**config.mk**
```make
export PLATFORM = sky130hd
export DESIGN_NAME = prog_loader
export DESIGN_NICKNAME = d
export VERILOG_FILES = /design/src/rtl/prog_loader_pkg.sv /design/src/rtl/prog_loader.sv
export SDC_FILE = /design/constraint.sdc
export NUM_CORES = 1
export LEC_CHECK = 0
export ABC_AREA = 0
export BUFFER_PORTS_ARGS = -buffer_cell sky130_fd_sc_hd__buf_4
export CAP_MARGIN = 20
export CORE_MARGIN = 8
export CORE_UTILIZATION = 60
export DETAILED_ROUTE_END_ITERATION = 16
export GPL_TIMING_DRIVEN = 0
export PLACE_DENSITY = 0.84
export SLEW_MARGIN = 25
export SYNTH_ARGS = -nofsm -noshare
export SYNTH_HDL_FRONTEND = slang
export SYNTH_SLANG_ARGS = --single-unit
```
**constraint.sdc**
```tcl
create_clock -name clk -period 6.2 [get_ports clk]
set_clock_uncertainty 0.05 [all_clocks]
set_input_delay 0.31 -clock clk [delete_from_list [all_inputs] [get_ports clk]]
set_output_delay 0.31 -clock clk [all_outputs]
set_load 0.05 [all_outputs]
```
**src/rtl/prog_loader_pkg.sv**
```systemverilog
// Shared types for the program loader: FSM states and load-source encoding.
// Imported by prog_loader.
package prog_loader_pkg;

    typedef enum logic [1:0] {
        WAKE     = 2'd0,
        ROM_FILL = 2'd1,
        STREAM   = 2'd2,
        DONE     = 2'd3
    } state_t;

    localparam logic MODE_ROM    = 1'b0;
    localparam logic MODE_STREAM = 1'b1;

endpackage

```
**src/rtl/prog_loader.sv**
```systemverilog
// Copies the program ROM (after a wake delay) or a byte stream into program memory.
// Latency: ROM word k is written 2 cycles after rom_addr=k; a stream word 1 cycle after acceptance.
// Backpressure: s_ready is high only in STREAM; no stall is ever applied on the write side.
module prog_loader
    import prog_loader_pkg::*;
#(
    parameter int                    ADDR_WIDTH    = 13,
    parameter int                    DATA_WIDTH    = 8,
    parameter int                    PROG_LEN      = 1024,
    parameter int                    WAKEUP_CYCLES = 512,
    parameter logic [DATA_WIDTH-1:0] TERMINATOR    = '0
) (
    input  logic                  clk,
    input  logic                  reset,
    input  logic                  load_req,
    input  logic                  mode,
    output logic [ADDR_WIDTH-1:0] rom_addr,
    input  logic [DATA_WIDTH-1:0] rom_data,
    input  logic                  s_valid,
    input  logic [DATA_WIDTH-1:0] s_data,
    output logic                  s_ready,
    output logic                  prog_we,
    output logic [ADDR_WIDTH-1:0] prog_addr,
    output logic [DATA_WIDTH-1:0] prog_wr,
    output logic                  loaded,
    output logic                  busy,
    output logic [ADDR_WIDTH:0]   load_len,
    output logic                  overflow
);

    localparam int DEPTH  = 1 << ADDR_WIDTH;
    localparam int WAKE_W = (WAKEUP_CYCLES > 1) ? $clog2(WAKEUP_CYCLES) : 1;

    localparam logic [ADDR_WIDTH:0] DEPTH_C     = (ADDR_WIDTH+1)'(DEPTH);
    localparam logic [ADDR_WIDTH:0] PROG_LEN_C  = (ADDR_WIDTH+1)'(PROG_LEN);
    localparam logic [ADDR_WIDTH:0] PROG_LAST_C = (ADDR_WIDTH+1)'(PROG_LEN - 1);
    localparam logic [WAKE_W-1:0]   WAKE_LAST_C = WAKE_W'(WAKEUP_CYCLES - 1);

    if (PROG_LEN < 1 || PROG_LEN > DEPTH) begin : g_bad_prog_len
        $error("prog_loader: PROG_LEN must be within 1..2**ADDR_WIDTH");
    end
    if (WAKEUP_CYCLES < 1) begin : g_bad_wakeup
        $error("prog_loader: WAKEUP_CYCLES must be at least 1");
    end

    state_t                state_q, state_d;
    logic [WAKE_W-1:0]     wake_cnt_q, wake_cnt_d;
    logic [ADDR_WIDTH:0]   count_q, count_d;
    logic [ADDR_WIDTH-1:0] rom_addr_q, rom_addr_d;
    logic                  rd_vld_q, rd_vld_d;
    logic [ADDR_WIDTH-1:0] rd_addr_q, rd_addr_d;
    logic                  s_ready_q, s_ready_d;
    logic                  prog_we_q, prog_we_d;
    logic [ADDR_WIDTH-1:0] prog_addr_q, prog_addr_d;
    logic [DATA_WIDTH-1:0] prog_wr_q, prog_wr_d;
    logic                  loaded_q, loaded_d;
    logic                  busy_q, busy_d;
    logic [ADDR_WIDTH:0]   load_len_q, load_len_d;
    logic                  overflow_q, overflow_d;

    always_comb begin
        state_d     = state_q;
        wake_cnt_d  = wake_cnt_q;
        count_d     = count_q;
        rom_addr_d  = rom_addr_q;
        rd_vld_d    = 1'b0;
        rd_addr_d   = rd_addr_q;
        s_ready_d   = s_ready_q;
        prog_we_d   = 1'b0;
        prog_addr_d = prog_addr_q;
        prog_wr_d   = prog_wr_q;
        loaded_d    = loaded_q;
        busy_d      = busy_q;
        load_len_d  = load_len_q;
        overflow_d  = overflow_q;

        // ROM read data arrives one cycle after the address; register it as the write.
        if (rd_vld_q) begin
            prog_we_d   = 1'b1;
            prog_addr_d = rd_addr_q;
            prog_wr_d   = rom_data;
        end

        unique case (state_q)
            WAKE: begin
                if (wake_cnt_q == WAKE_LAST_C) begin
                    state_d    = ROM_FILL;
                    busy_d     = 1'b1;
                    count_d    = '0;
                    rom_addr_d = '0;
                end else begin
                    wake_cnt_d = wake_cnt_q + WAKE_W'(1);
                end
            end
            ROM_FILL: begin
                if (count_q < PROG_LEN_C) begin
                    rd_vld_d  = 1'b1;
                    rd_addr_d = rom_addr_q;
                    count_d   = count_q + (ADDR_WIDTH+1)'(1);
                    if (count_q < PROG_LAST_C) begin
                        rom_addr_d = rom_addr_q + ADDR_WIDTH'(1);
                    end
                end else if (!rd_vld_q) begin
                    // Last read has drained into the write register.
                    state_d    = DONE;
                    loaded_d   = 1'b1;
                    busy_d     = 1'b0;
                    load_len_d = PROG_LEN_C;
                end
            end
            STREAM: begin
                if (s_valid && s_ready_q) begin
                    if (s_data == TERMINATOR) begin
                        state_d    = DONE;
                        s_ready_d  = 1'b0;
                        loaded_d   = 1'b1;
                        busy_d     = 1'b0;
                        load_len_d = count_q;
                    end else if (count_q < DEPTH_C) begin
                        prog_we_d   = 1'b1;
                        prog_addr_d = count_q[ADDR_WIDTH-1:0];
                        prog_wr_d   = s_data;
                        count_d     = count_q + (ADDR_WIDTH+1)'(1);
                    end else begin
                        state_d    = DONE;
                        s_ready_d  = 1'b0;
                        overflow_d = 1'b1;
                        loaded_d   = 1'b1;
                        busy_d     = 1'b0;
                        load_len_d = count_q;
                    end
                end
            end
            DONE: begin
                if (load_req) begin
                    loaded_d   = 1'b0;
                    overflow_d = 1'b0;
                    count_d    = '0;
                    busy_d     = 1'b1;
                    if (mode == MODE_STREAM) begin
                        state_d   = STREAM;
                        s_ready_d = 1'b1;
                    end else begin
                        state_d    = ROM_FILL;
                        rom_addr_d = '0;
                    end
                end
            end
            default: state_d = WAKE;
        endcase
    end

    always_ff @(posedge clk or posedge reset) begin
        if (reset) begin
            state_q     <= WAKE;
            wake_cnt_q  <= '0;
            count_q     <= '0;
            rom_addr_q  <= '0;
            rd_vld_q    <= 1'b0;
            rd_addr_q   <= '0;
            s_ready_q   <= 1'b0;
            prog_we_q   <= 1'b0;
            prog_addr_q <= '0;
            prog_wr_q   <= '0;
            loaded_q    <= 1'b0;
            busy_q      <= 1'b0;
            load_len_q  <= '0;
            overflow_q  <= 1'b0;
        end else begin
            state_q     <= state_d;
            wake_cnt_q  <= wake_cnt_d;
            count_q     <= count_d;
            rom_addr_q  <= rom_addr_d;
            rd_vld_q    <= rd_vld_d;
            rd_addr_q   <= rd_addr_d;
            s_ready_q   <= s_ready_d;
            prog_we_q   <= prog_we_d;
            prog_addr_q <= prog_addr_d;
            prog_wr_q   <= prog_wr_d;
            loaded_q    <= loaded_d;
            busy_q      <= busy_d;
            load_len_q  <= load_len_d;
            overflow_q  <= overflow_d;
        end
    end

    assign rom_addr  = rom_addr_q;
    assign s_ready   = s_ready_q;
    assign prog_we   = prog_we_q;
    assign prog_addr = prog_addr_q;
    assign prog_wr   = prog_wr_q;
    assign loaded    = loaded_q;
    assign busy      = busy_q;
    assign load_len  = load_len_q;
    assign overflow  = overflow_q;

endmodule

```
==> impl_results.md, run 1 <==
- Status: finished, final reports clean
- Fin Setup TNS: 0 ns
- Netlist Area Pre-Place: 0.00440 mm2
- Crit start category: flop
- CTS clk-pin slew, worst paths: 0.09 ns
- Min cycle time layout: roughly 2.7 ns
- Post-CTS Setup Inserts: 0
- Die ar.: approximately 0.010 mm2
- CTS Buf Count: 9
- Fmax: 0.369 GHz
- Leakage: 2.56 nW
- Antenna diodes: 0
- Mapped Nets: 475
- WS Path Type: reg2reg
- Peak supply drop: between 200 and 250 uV
- YS warnings: 0
- Remaining antenna violation count: 0
- Max transition margin: 0.522
- Period utilization: 0.437
- Mean post-synth cell area: around 10 um2
- Netlist cell types: 51
- Yosys reg bits: 92
- FF-to-FF setup slack: approximately 3.5 ns
- EDFF count, synth: 0
- Die W: 102 um
- PostCTS Resize Cnt: 0
- Die height: around 100 um
- GRT overflow: 0
- Share of layout cells above drive strength 1: 0.213
- Hold Crit Class: in2reg
- Top_reg_cell synth: dfrtp_1
- First-pass GRT wire length: roughly 19000 um
- Critical path required time: 6.38 ns
- # rows: 31
- Post-synth ARST share: 1.00
- Fin nets: 561
- Final Max Slew Viols: 0
- DRT Wirelength: around 11000 um
- Slew @ Worst Pin: 0.718 ns
- Sequential area share after synthesis: 0.523
- I/O pins: between 70 and 80
- Pin count of the biggest net entering global routing: 77
- RSZ-0062 raised after global routing: no
- Area delta synth->final: 21.8%
- Num Clock Sinks: between 90 and 100
- Power Density: approximately 470 mW/mm2
- Worst EP arrival: roughly 2.9 ns
- Area of the multi-input gates: approximately 0.0020 mm2
- Count of final hold-check violations: 0
- Pre-antenna DRT Iters: 5
- Number of global-route vias before repair: around 4000
- Non-Filler Instances: about 630
- Root Driver: clkbuf_8
- Mapped Cells: 445
- Vias per cell: between 5 and 6
- Fillers: roughly 530
- Via count: about 3800
- Routability cong.: roughly 0.93
- Worst-path maximum fanout: 10
- Max Cap Viol: 0
- DRC: 0
- Critical Path Sink Type: flop
- CTS Buffer Depth: 2
- Initial DRC Count: around 220
- Later-pin clock latency in the skew report: approximately 0.36 ns
- H-tree depth: 3
- DP Wirelength: 8210 um
- Per-cell routed wire length: about 18 um
- Port Buf Inserts: 73
- Register area: about 0.0023 mm2
- Initial Util: 0.613
- Initial antenna violation count: 0
- TritonCTS clock tree: yes
- Core ar.: 0.00718 mm2
- GRT Overall Usage: 0.234
- Count of final setup violators: 0
- Total placed cells including tap cells: 618
## where the power goes
part	switching, mW	total, mW	internal, mW	leakage, nW
Sequential	0.0986	0.818	0.719	1.23
Combinational	0.830	1.22	0.389	1.22
Clock	0.203	0.480	0.277	0.116
## final cells by class
| class | count | share of cell area |
|---|---|---|
| Sequential cell | 92 | 0.430 |
| Multi-Input combinational cell | 318 | 0.366 |
| Timing Repair Buffer | 75 | 0.109 |
| Clock buffer | 11 | 0.0264 |
| Tap cell | 99 | 0.0231 |
| Clock inverter | 4 | 0.0182 |
| Buffer | 23 | 0.0180 |
| Inverter | 12 | 0.00934 |
## sequential cells by signal (all words and copies together), names as in the netlist
register	count
rd_vld_q	1
wake_cnt_q	9
prog_wr	8
rd_addr_q	13
state_q	2
prog_addr	13
s_ready	1
loaded	1
count_q	14
busy	1
overflow	1
load_len	14
rom_addr	13
prog_we	1
## worst max-delay path, cell delays in order, from the launching register on
cell and delay (ns):
dfrtp_1 0.42, ha_1 0.27, nand3_1 0.10, nor2_1 0.04
ha_1 0.17, nor2b_1 0.17, buf_1 0.44, a211oi_2 0.11
o21ai_2 0.14, clkbuf_1 0.37, o21ai_0 0.18, o41ai_1 0.10
## cells in the final DEF, fill, tap and decap left out, drive strengths merged, types with 12 or more instances in the layout
cell type  count
buf           81
clkbuf        27
nor2          16
nand3         14
dfrtp         92
mux2i         23
nand2         92
a22o          15
o21ai         44
inv           12
## per-layer routing
layer  vias to the layer above  GRT usage  wire length [um]
li1                       1745          -                 -
met1                      1865      0.284              4620
met2                       150      0.393              5670
met3                        39     0.0405               629
met4                         0      0.111               344
met5                         -          0                 0
## worst paths after layout
| kind | cells past startpoint | start | end |
|---|---|---|---|
| setup / recovery | 11 | wake_cnt_q[0]$_DFFE_PP0P_ | count_q[12]$_DFFE_PP0P_ |
| hold / removal | 3 | s_data[1] | prog_wr[1]$_DFF_PP0_ |
| setup reg to reg | 11 | wake_cnt_q[0]$_DFFE_PP0P_ | count_q[12]$_DFFE_PP0P_ |
| hold reg to reg | 1 | wake_cnt_q[6]$_DFFE_PP0P_ | wake_cnt_q[6]$_DFFE_PP0P_ |
| max in group asynchronous | 4 | reset | rd_addr_q[0]$_DFFE_PP0P_ |
| min in group asynchronous | 3 | reset | load_len[6]$_DFFE_PP0P_ |
## cell usage after synthesis (6+ instances only)
| master | number | area (um2) |
|---|---|---|
| mux2i_1 | 23 | 230 |
| inv_1 | 11 | 41.3 |
| buf_2 | 6 | 30.0 |
| o31ai_1 | 9 | 67.6 |
| nand4_1 | 8 | 50.1 |
| nor2_1 | 16 | 60.1 |
| nand2_1 | 91 | 342 |
| nand3_1 | 14 | 70.1 |
| a21oi_1 | 9 | 45.0 |
| clkbuf_1 | 14 | 52.6 |
| ha_1 | 9 | 113 |
| o21ai_0 | 43 | 215 |
| a22o_1 | 15 | 131 |
| or4_1 | 7 | 52.6 |
| dfrtp_1 | 92 | 2300 |
## cells by family after synthesis
group | count (synthesis) | synth area share
simple gates | 170 | 0.181
buf+inv | 35 | 0.0321
fa+ha+maj | 9 | 0.0256
mux | 28 | 0.0651
xor+xnor | 8 | 0.0159
flops | 92 | 0.523
compound gates | 103 | 0.157
## through the flow
step | cell area, um2 | hold WS [ns] | power [mW] | utilization | setup WS, ns
3_5_place_dp | 5100 | 0.200 | 2.03 | 0.711 | 3.54
4_1_cts | 5350 | 0.116 | 2.51 | 0.746 | 3.50
6_report | 5360 | 0.132 | 2.52 | 0.747 | 3.49
3_3_place_gp | 5070 | 0.401 | 1.98 | 0.707 | 2.46
2_1_floorplan | 4400 | 0.377 | 1.67 | - | 3.45
5_1_grt | 5360 | 0.126 | 2.65 | 0.747 | 3.30
## repair_timing
action,CTS,global route
hold buffers,1,0
endpoints found under the setup margin,0,0
endpoints found under the hold margin,16,0
Power figures use the tool's default switching activity.
==> inputs of run 2 (changes only) <==
CORE_UTILIZATION = 56   (was 60)
PLACE_DENSITY = 0.79   (was 0.84)
clock period = 2.55 ns   (was 6.2 ns; I/O delays follow)
==> impl_results.md, run 2 (synthesis gave the netlist of run 1 again) <==
- DP Wirelength: between 8000 and 9000 um
- Fmax: 0.409 GHz
- Placed instance area: ~0.005 mm2
- Initial antenna violation count: 0
- Seq pwr share: 0.334
- Switch share: 0.470
- Area delta synth->final: 24.8%
- Crit-path cells: dlygate4sd3_1 > buf_4 > nor4_1 > a21boi_1 > or4_1 > clkbuf_1 > buf_2 > a22o_1
- Peak supply drop: approximately 660 uV
- Crit start category: input port
- Hold_ws: roughly 0.032 ns
- Die ar.: 0.0109 mm2
- GRT overflow: 0
- Slew @ Worst Pin: ~0.74 ns
- Fin Setup TNS: 0 ns
- Pre-antenna DRT Iters: 7
- Clock group share of total power: 0.149
- Area of the multi-input gates: 0.00201 mm2
- Core ar.: approximately 0.0077 mm2
- Later-pin clock latency in the skew report: between 0.3 and 0.4 ns
- Count of final setup violators: 0
- Initial DRC Count: about 170
- Design Area, Final: 0.00549 mm2
- TritonCTS clock tree: yes
- Via count: about 3800
- Final Max Slew Viols: 0
- Count of final hold-check violations: 0
- Critical path required time: 2.74 ns
- Port Buf Inserts: 73
- Combinational cell fraction of total power: 0.516
- Share of layout cells above drive strength 1: 0.244
- Status: finished, final reports clean
- Pin count of the biggest net entering global routing: 32
- Slowest cell on the critical path: dlygate4sd3_1
- CTS Buf Count: 9
- Remaining antenna violation count: 0
- Critical Path Sink Type: flop
- RSZ-0062 raised after global routing: yes
- CTS clk-pin slew, worst paths: 0.09 ns
- Pint: between 3 and 4 mW
- DRT Wirelength: between 10000 and 15000 um
- Die W: 105 um
- Most frequent cells in the layout: dfrtp_1 (92), nand2_1 (90), buf_4 (77), o21ai_0 (40), mux2i_1 (23)
- Period utilization: 0.959
- CTS Buffer Depth: 2
- Critical Path Max Stage Delay: 0.56 ns
- H-tree depth: 3
- Number of global-route vias before repair: roughly 3800
- Leakage: 2.61 nW
- Antenna diodes: 0
- WS Path Type: in2reg
- Initial Util: 0.572
- Register area: 0.00230 mm2
- DRC: 0
- Worst-path maximum fanout: 10
- Net Switching: between 2 and 3 mW
- Die height: ~100 um
- I/O pins: 74
- Max Cap Viol: 0
- Power Density: 1080 mW/mm2
- Root Driver: clkbuf_8
- Most common cell after layout, fill and taps aside: dfrtp_1
- Min cycle time layout: roughly 2.4 ns
- CP delay by family, top: buffers and inverters
- Hold Crit Class: in2reg
- First-pass GRT wire length: between 15000 and 20000 um
- Routability cong.: ~0.87
- Per-cell routed wire length: roughly 17 um
- Worst EP arrival: roughly 2.6 ns
- # rows: 32
- Fillers: 570
- Max transition margin: 0.509
- Num Clock Sinks: 92
- Buf/Inv on CP: 4
- Fin nets: approximately 580
- Vias per cell: a little under 6
- GRT Overall Usage: 0.204
[run 2: stage by stage]
step           utilization  setup slack (ns)  std cells  power, mW
3_3_place_gp         0.660           -0.0413        620       4.83
4_1_cts              0.704            0.0562        648       5.82
2_1_floorplan            -             0.364        445       4.06
5_1_grt              0.714           -0.0120        652       6.25
6_report             0.714             0.104        652       5.91
3_5_place_dp         0.668           -0.0867        623       4.91
[run 2: power by group through the flow]
stage | registers, mW | clock network, mW | logic, mW
after floorplan | 2.59 | 0 | 1.47
after global placement | 1.99 | 0 | 2.84
after detailed placement | 2.00 | 0 | 2.91
after CTS | 1.98 | 0.905 | 2.94
after global routing | 2.01 | 0.957 | 3.29
final | 1.98 | 0.881 | 3.05
[run 2: layout make-up]
| class | count | area share |
|---|---|---|
| Sequential cell | 92 | 0.420 |
| Multi-Input combinational cell | 318 | 0.365 |
| Timing Repair Buffer | 89 | 0.133 |
| Tap cell | 102 | 0.0233 |
| Clock buffer | 9 | 0.0226 |
| Buffer | 23 | 0.0180 |
| Clock inverter | 7 | 0.00958 |
| Inverter | 12 | 0.00889 |
[run 2: worst register-to-register path, delay by kind of cell (launching register included)]
kind	cells	cell delay (ns)
AND/OR/NAND/NOR	2	0.70
AO/OA/AOI/OAI	2	0.38
buffers and inverters	3	0.53
adder cells (fa/ha/maj)	1	0.25
flip-flops	1	0.40
[run 2: routing by layer]
layer  vias up  global-route usage  share of wire
met5         -                   0              0
met4         0              0.0683          0.014
met3        17              0.0399          0.049
met2       110               0.339           0.50
met1      1867               0.263           0.44
li1       1783                   -              -
[run 2: final timing paths]
path | from | to | slack (ns) | depth (start not counted)
worst min register to register | wake_cnt_q[5]$_DFFE_PP0P_ | wake_cnt_q[5]$_DFFE_PP0P_ | 0.42 | 1
min in group asynchronous | reset | wake_cnt_q[2]$_DFFE_PP0P_ | 0.20 | 3
worst max-delay path | s_data[5] | load_len[9]$_DFFE_PP0P_ | 0.10 | 8
worst max register to register | state_q[0]$_DFFE_PP0P_ | load_len[9]$_DFFE_PP0P_ | 0.12 | 8
max in group asynchronous | reset | rom_addr[1]$_DFFE_PP0P_ | 1.62 | 5
worst min-delay path | rom_data[7] | prog_wr[7]$_DFF_PP0_ | 0.03 | 3
[run 2: timing repair]
action                                 in CTS  in global routing
resized for setup                           2                 15
setup endpoints to repair                  18                 31
endpoints found under the hold margin      69                  0
buffers inserted                            0                  4
hold buffers                                9                  0
pin swaps                                   0                  2
==> inputs of run 3 (changes only) <==
--- a/config.mk
+++ b/config.mk
@@ -8,5 +8,4 @@
 export ABC_AREA = 0
 export BUFFER_PORTS_ARGS = -buffer_cell sky130_fd_sc_hd__buf_4
-export CAP_MARGIN = 20
 export CORE_MARGIN = 8
 export CORE_UTILIZATION = 56
==> constraint.sdc (replaced) <==
create_clock -name clk -period 2.55 [get_ports clk]
set_clock_uncertainty 0.05 [all_clocks]
set_input_delay 0.51 -clock clk [delete_from_list [all_inputs] [get_ports clk]]
set_output_delay 0.51 -clock clk [all_outputs]
set_load 0.05 [all_outputs]
==> impl_results.md, run 3 (synthesis gave the netlist of run 1 again) <==
- Critical Path Max Stage Delay: 0.66 ns
- Power Density: about 1100 mW/mm2
- Count of final hold-check violations: 0
- Pre-antenna DRT Iters: 5
- DRC: 0
- Final Max Slew Viols: 0
- Net Switching: about 2.8 mW
- Max transition margin: 0.509
- Die W: ~100 um
- CP delay by family, top: compound AO/OA/AOI/OAI gates
- CTS Buffer Depth: 2
- Status: finished, final reports clean
- Design Area, Final: approximately 0.0054 mm2
- Min cycle time layout: between 2 and 2.5 ns
- Peak supply drop: ~650 uV
- Register area: 0.00230 mm2
- Die height: 105 um
- First-pass GRT wire length: around 18000 um
- CP dominant cell by count: o31ai_1
- Worst EP arrival: ~2.7 ns
- Critical path required time: ~2.8 ns
- Later-pin clock latency in the skew report: ~0.36 ns
- Critical Path Sink Type: flop
- Slowest cell on the critical path: o31ai_1
- Antenna diodes: 0
- Worst-path maximum fanout: 10
- Switch share: 0.469
- Non-Filler Instances: approximately 650
- H-tree depth: 3
- Routability cong.: between 0.8 and 0.9
- Max Cap Viol: 0
- Combinational cell fraction of total power: 0.519
- Most common cell after layout, fill and taps aside: dfrtp_1
- Remaining antenna violation count: 0
- Via count: 3752
- Initial DRC Count: between 150 and 200
- Period utilization: 0.957
- Core ar.: ~0.0077 mm2
- Clock group share of total power: 0.148
- CTS Buf Count: 9
- Initial Util: 0.572
- Area delta synth->final: 22.8%
- Die ar.: between 0.01 and 0.015 mm2
- GRT Overall Usage: 0.203
- Leakage: 2.58 nW
- RSZ-0062 raised after global routing: yes
- Seq pwr share: 0.333
- Total placed cells including tap cells: slightly above 600
- Area of the multi-input gates: around 0.002 mm2
- Buf/Inv on CP: 1
- Count of final setup violators: 0
- Placed instance area: 0.00514 mm2
- GRT overflow: 0
- Fin nets: roughly 570
- DP Wirelength: ~8000 um
- Crit start category: flop
- Port Buf Inserts: 73
- DRT Wirelength: approximately 11000 um
- CTS clk-pin slew, worst paths: 0.10 ns
- Initial antenna violation count: 0
- Root Driver: clkbuf_8
- Share of layout cells above drive strength 1: 0.245
- Hold Crit Class: in2async
- Fmax: ~0.41 GHz
- Num Clock Sinks: a little over 90
- TritonCTS clock tree: yes
- # rows: 32
- Crit-path cells: ha_1 > nand3_1 > o31ai_1 > a21o_1 > buf_2 > o31ai_1 > a21oi_1
- Per-cell routed wire length: about 17 um
- I/O pins: between 70 and 80
- Most frequent cells in the layout: dfrtp_1 (92), nand2_1 (90), buf_4 (79), o21ai_0 (39), mux2i_1 (23)
- Hold_ws: 0.0114 ns
- WS Path Type: reg2reg
- Slew @ Worst Pin: 0.737 ns
- Number of global-route vias before repair: 3690
- Pint: ~3.1 mW
- Fillers: 611
- Pin count of the biggest net entering global routing: 32
- Vias per cell: slightly below 6
[run 3: cell count changes in the layout (fill, tap and decap cells not counted), sizes merged]
cell	previous run	this run
dlygate4sd3	9	0
buf	87	89
[run 3: layout make-up]
class	count	area share
buffer	23	0.0183
clock buffer	9	0.0229
clock inverter	7	0.00973
inverter	12	0.00904
multi-input combinational	318	0.369
sequential	92	0.426
tap	102	0.0236
timing repair buffer	82	0.121
[run 3: path summary, 6_finish.rpt]
kind,from,to,slack [ns],cells after the start
max,count_q[0]$_DFFE_PP0P_,rom_addr[11]$_DFFE_PP0P_,0.11,7
min,reset,wake_cnt_q[2]$_DFFE_PP0P_,0.01,2
max reg2reg,count_q[0]$_DFFE_PP0P_,rom_addr[11]$_DFFE_PP0P_,0.11,7
min reg2reg,wake_cnt_q[5]$_DFFE_PP0P_,wake_cnt_q[5]$_DFFE_PP0P_,0.42,1
max in group asynchronous,reset,rom_addr[1]$_DFFE_PP0P_,1.80,4
min in group clk,s_data[1],prog_wr[1]$_DFF_PP0_,0.33,3
[run 3: power groups by stage]
stage | registers (mW) | clock network, mW | logic, mW
final | 1.97 | 0.878 | 3.07
after global routing | 2.01 | 0.960 | 3.30
after CTS | 1.98 | 0.903 | 2.93
after detailed placement | 2.00 | 0 | 2.91
after global placement | 1.99 | 0 | 2.84
after floorplan | 2.59 | 0 | 1.47
[run 3: repair_timing]
item                                    CTS  global route
pin swaps                                 0             2
hold endpoints to repair                  0             0
resized for setup                         2            13
setup buffers                             0             6
endpoints found under the setup margin   18            29
hold buffers                              0             0
[run 3: routing by layer]
metal	share of wire	vias up	track usage	wire length (um)
met1	0.43	1829	0.265	4780
met2	0.49	130	0.331	5400
met3	0.062	15	0.0381	683
met4	0.014	0	0.0714	156
met5	0	-	0	0
li1	-	1778	-	-
[run 3: worst register-to-register path, cell delays in order, from the launching register on]
cell and delay, ns:
dfrtp_1 0.49, ha_1 0.28, nand3_1 0.15, o31ai_1 0.66, a21o_1 0.28, buf_2 0.23
o31ai_1 0.10, a21oi_1 0.12
[run 3: per-stage QoR]
stage / utilization / setup TNS, ns / setup slack (ns) / power [mW]
floorplan: - / 0 / 0.364 / 4.06
global placement: 0.660 / -1.84 / -0.201 / 4.83
detailed placement: 0.668 / -2.86 / -0.273 / 4.92
CTS: 0.692 / 0 / 0.0571 / 5.81
global route: 0.702 / -0.0643 / -0.0220 / 6.27
finish: 0.702 / 0 / 0.109 / 5.92
